### config.mk
export PLATFORM = sky130hd
export DESIGN_NAME = exec_controller
export DESIGN_NICKNAME = d
export VERILOG_FILES = /design/src/rtl/exec_controller.sv
export SDC_FILE = /design/constraint.sdc
export NUM_CORES = 1
export LEC_CHECK = 0
export CAP_MARGIN = 5
export CORE_UTILIZATION = 62
export CTS_CLUSTER_SIZE = 12
export DETAILED_ROUTE_END_ITERATION = 7
export DONT_BUFFER_PORTS = 1
export PLACE_DENSITY = 0.81
export SYNTH_ARGS = -nofsm -noshare
export SYNTH_HDL_FRONTEND = slang
export SYNTH_SLANG_ARGS = --single-unit
### constraint.sdc
create_clock -name clk -period 3.1 [get_ports clk]
set_clock_uncertainty 0.1 [all_clocks]
set_input_delay 0.155 -clock clk [delete_from_list [all_inputs] [get_ports clk]]
set_output_delay 0.155 -clock clk [all_outputs]
set_load 0.02 [all_outputs]
### src/rtl/exec_controller.sv
// exec_controller: execution sequencer producing the core's single advance enable (run/slow/step/halt/break).
// Optional feature: define EXEC_CTRL_BREAKPOINT_EN to enable the PC breakpoint comparator and BREAK state.
module exec_controller #(
   parameter int TICK_DIV = 50_000_000,
   parameter int PC_W     = 6,
   parameter int CYC_W    = 16
) (
   input  logic             clk,
   input  logic             rst,
   input  logic             mode_step,
   input  logic             slow_sw,
   input  logic             step_key_n,
   input  logic [2:0]       opcode,
   input  logic [PC_W-1:0]  pc,
   input  logic [PC_W-1:0]  bp_addr,
   input  logic             bp_arm,
   output logic             cpu_en,
   output logic [2:0]       state,
   output logic             halted,
   output logic [CYC_W-1:0] cycle_cnt
);
   typedef enum logic [2:0] {IDLE = 3'd0, RUN = 3'd1, STEP = 3'd2, HALT = 3'd3, BREAK = 3'd4} state_t;
   localparam int PRE_W = $clog2(TICK_DIV);
   state_t cur, nxt;
   logic [PRE_W-1:0] pre;
   logic sync1, sync2, key_prev, step_pulse, tick, want, bp_hit;
   assign step_pulse = key_prev & ~sync2;
   assign tick = pre == PRE_W'(TICK_DIV - 1);
   assign want = slow_sw ? tick : 1'b1;
`ifdef EXEC_CTRL_BREAKPOINT_EN
   assign bp_hit = bp_arm && pc == bp_addr && want;
`else
   logic unused_bp;
   assign unused_bp = ^{bp_addr, bp_arm, pc};
   assign bp_hit = 1'b0;
`endif
   assign state = cur;
   assign halted = cur == HALT;
   // synchronise the raw step key and keep one extra stage for falling-edge detection
   always_ff @(posedge clk or negedge rst) begin
      if (!rst) begin
         sync1 <= 1'b1;
         sync2 <= 1'b1;
         key_prev <= 1'b1;
      end else begin
         sync1 <= step_key_n;
         sync2 <= sync1;
         key_prev <= sync2;
      end
   end
   // prescaler runs only while free-running slowly, otherwise held at zero
   always_ff @(posedge clk or negedge rst) begin
      if (!rst) pre <= '0;
      else if (cur == RUN && slow_sw) pre <= tick ? '0 : pre + 1'b1;
      else pre <= '0;
   end
   // state register
   always_ff @(posedge clk or negedge rst) begin
      if (!rst) cur <= IDLE;
      else cur <= nxt;
   end
   // next-state and enable decode; halt beats breakpoint beats leaving run
   always_comb begin
      nxt = cur;
      cpu_en = 1'b0;
      case (cur)
         IDLE: nxt = !mode_step ? RUN : step_pulse ? STEP : IDLE;
         RUN: begin
            if (opcode == 3'b000) nxt = HALT;
            else if (bp_hit) nxt = BREAK;
            else if (mode_step) nxt = IDLE;
            else cpu_en = want;
         end
         STEP: begin
            nxt = opcode == 3'b000 ? HALT : IDLE;
            cpu_en = opcode != 3'b000;
         end
         HALT: nxt = HALT;
         BREAK: nxt = step_pulse ? STEP : BREAK;
         default: nxt = IDLE;
      endcase
   end
   // retired-instruction counter, saturating at all-ones
   always_ff @(posedge clk or negedge rst) begin
      if (!rst) cycle_cnt <= '0;
      else if (cpu_en && !(&cycle_cnt)) cycle_cnt <= cycle_cnt + 1'b1;
   end
endmodule
==> run summary <==
Status -> finished clean
Worst-skew pair later-pin latency -> 0.37 ns
CTS tree -> built
FMAX -> 367.7 MHz
Mapped Cells -> 223
Chip height -> 62.52 microns
Worst R2R Path Depth -> 6
Area of the die -> 0.003909 sq mm
IO buf count -> 0
Critical R2R Capture -> cycle_cnt[1]$_DFFE_PN0P_
Worst setup path startpoint -> pre[0]$_DFF_PN0_
Initial antenna violation count -> 0
Commonest non-fill, non-tap cell in the layout -> dfrtp_1
Via count -> 1661
Post-synth top area share -> 49.59%
Vias in the first global route -> 1721
Cell Pwr Density -> 704.5 mW/mm^2
Max Buffers Root-to-Sink -> 2
Slew at the pin closest to its max-slew limit -> 0.7080 ns
Reg2Reg Setup Slack -> 0.52 ns
RSZ-0062 raised after global routing -> no
Detailed Place HPWL -> 3.019 mm
Sum of negative setup slack -> 0 ns
Post-synthesis sequential area ratio -> 53.06%
H-Tree Depth -> 2
Clock Root Buffer -> clkbuf_4
Overall global routing resource usage -> 25.09%
# setup viols final -> 0
Final Slew Violations -> 0
Library cells used by synthesis -> 40
Critical Path Max Stage Delay -> 0.60 ns
Routed Antenna Nets -> 0
CP Data Required Time -> 2.84 ns
Synth top area cells -> dfrtp_1 50%, xor2_1 8.9%, nor2_1 6.9%
Synth Net Count -> 246
Max-Cap Viols -> 0
IO Count -> 42
Tot Pwr -> 0.001760 W
Number of synthesized register bits -> 48
CP cell instances -> ha_1 > nand3_2 > or2_1 > or4_1 > o21ai_0 > buf_4
Syn-to-layout area delta -> 10.03%
Part of the power in registers -> 53.8%
Final hold violation count -> 0
Core footprint -> 0.003416 sq mm
Mean Syn Cell Area -> 10.18 sq um
Num CTS Buffers -> 5
Leakage -> 0.9835 nW
Crit start category -> flop
Slowest-stage cell, CP -> or4_1
Min-delay worst type -> primary input to flop
Critical path fanouts, max -> 5
Drt wl/cell -> 15.55 microns
Clock power share -> 25.3%
Antenna Cells -> 0
Row count -> 21
Crit path capture type -> output port
Synth area leader -> dfrtp_1
Most frequent cells in the layout -> 45 x dfrtp_1, 42 x nor2_1, 23 x xor2_1
Final period util -> 87.73%
First-pass GRT wire length -> 7.617 mm
Peak supply drop -> 583.0 uV
Placer congestion estimate -> 0.8043
Worst slew margin -> 52.37%
Switching portion of total power -> 36.34%
Internal power -> 0.001121 W
Critical path data arrival time -> 2.46 ns
Synthesized area -> 0.002271 sq mm
Initial core utilization -> 66.48%
DR DRC count -> 0
Final Util -> 73.15%
Total gr overflow -> 0
Worst r2r src -> cycle_cnt[0]$_DFFE_PN0P_
Largest net degree at the start of global routing -> 49
Setup CP Type -> flop to output port
Share of post-route cells with drive strength above 1 -> 10.59%
End of the critical path -> cpu_en
CTS sink count -> 48
Initial drt markers -> 48
Minimum clock period -> 2.720 ns
Vias per inst -> 5.890
Worst-path clk slew -> 0.13 ns
PostCTS Resize Cnt -> 0
Detailed Route WL -> 4.384 mm
Chip width -> 62.52 microns
Yosys Warn Count -> 0
Net count, final -> 258
Detailed Routing Iterations Pass 1 -> 4
Sw power -> 0.0006398 W
Combinational fraction of design power -> 20.9%
Yosys cell counts:
| master | number |
|---|---|
| buf_2 | 2 |
| and3b_1 | 1 |
| o21ai_0 | 2 |
| nor2_2 | 4 |
| nand3_1 | 13 |
| or2_1 | 1 |
| or4b_1 | 1 |
| ha_1 | 2 |
| xor2_1 | 23 |
| and4_1 | 1 |
| nor3_2 | 2 |
| and3_1 | 5 |
| nor2_1 | 42 |
| inv_1 | 6 |
| or3_1 | 1 |
| nand2b_1 | 2 |
| nand2_1 | 18 |
| nor4_2 | 1 |
| dfrtp_1 | 45 |
| a31oi_1 | 1 |
| buf_6 | 1 |
| or2b_1 | 1 |
| or4_1 | 1 |
| mux2_2 | 1 |
| a32o_1 | 1 |
| o21a_1 | 1 |
| nand3_2 | 1 |
| o22ai_1 | 1 |
| a211o_1 | 1 |
| or3b_2 | 1 |
| a21oi_1 | 3 |
| xnor2_1 | 15 |
| nor4_1 | 4 |
| nand4_1 | 5 |
| a21o_4 | 1 |
| dfstp_2 | 3 |
| nor3_1 | 5 |
| nor2b_1 | 2 |
| a211oi_1 | 1 |
| nor3b_1 | 1 |
how the worst min path moves through the flow:
stage,from,to,slack [ns],depth (start not counted)
floorplan,rst,cycle_cnt[0]$_DFFE_PN0P_,-0.24,0
global placement,rst,pre[20]$_DFF_PN0_,-0.24,0
detailed placement,rst,pre[19]$_DFF_PN0_,-0.24,0
CTS,opcode[2],state[1]$_DFFE_PN0P_,0.03,3
global route,opcode[2],state[1]$_DFFE_PN0P_,0.05,3
finish,opcode[2],state[1]$_DFFE_PN0P_,0.04,3
flip-flops by register name, indices dropped and copies added, names as in the netlist:
register   flops
pre           26
sync1          1
cycle_cnt     16
sync2          1
key_prev       1
state          3
cell type report:
cell class                 count  area (sq um)
sequential                    48          1205
multi-input combinational    166          1022
fill                         247         917.1
timing repair buffer           8         90.09
clock inverter                 2         60.06
tap                           46         57.56
clock buffer                   6         41.29
inverter                       6         22.52
worst max-delay path, delay by kind of cell, from the launching register on:
| kind | cells | cell delay (ns) |
|---|---|---|
| buffers and inverters | 1 | 0.20 |
| AO/OA/AOI/OAI | 1 | 0.26 |
| flip-flops | 1 | 0.42 |
| AND/OR/NAND/NOR | 3 | 1.02 |
| adder cells (fa/ha/maj) | 1 | 0.22 |
repair_timing:
item	4_1_cts	5_1_grt
setup endpoints to repair	0	0
buffers inserted	0	0
hold buffers	5	0
hold endpoints to repair	51	0
power by group through the flow:
| stage | combinational [W] | clock (W) | sequential (W) |
|---|---|---|---|
| 2_1_floorplan | 0.000281 | 0 | 0.000924 |
| 3_3_place_gp | 0.000316 | 0 | 0.000947 |
| 3_5_place_dp | 0.000334 | 0 | 0.000960 |
| 4_1_cts | 0.000368 | 0.000449 | 0.000948 |
| 5_1_grt | 0.000413 | 0.000476 | 0.000962 |
| 6_report | 0.000367 | 0.000446 | 0.000947 |
logic make-up (layout without fill, tap and decap cells):
kind of cell / after synthesis / count (layout) / synth area share (%)
AO/OA/AOI/OAI: 12 / 12 / 3.802
XOR/XNOR: 38 / 38 / 14.66
adder cells (fa/ha/maj): 2 / 2 / 1.102
buffers and inverters: 9 / 22 / 1.928
flip-flops: 48 / 48 / 53.06
multiplexers: 1 / 1 / 0.4958
AND/OR/NAND/NOR: 113 / 113 / 24.96
per-layer routing:
layer | up-vias | track usage (%) | part of all wire [%]
li1 | 765 | - | -
met4 | 0 | 13.95 | 2.8
met2 | 50 | 42.80 | 53
met3 | 14 | 5.474 | 4.2
met5 | - | 0 | 0
met1 | 832 | 29.22 | 40
per-stage QoR:
step	worst slack [ns]	hold slack, ns	cell area [sq um]	std cells
2_1_floorplan	0.5453	-0.2406	2271	223
3_3_place_gp	0.6394	-0.2391	2330	269
3_5_place_dp	0.5515	-0.2394	2330	269
4_1_cts	0.3612	0.02604	2499	282
5_1_grt	0.2029	0.05121	2499	282
6_report	0.3805	0.03834	2499	282
Power figures use the tool's default switching activity.
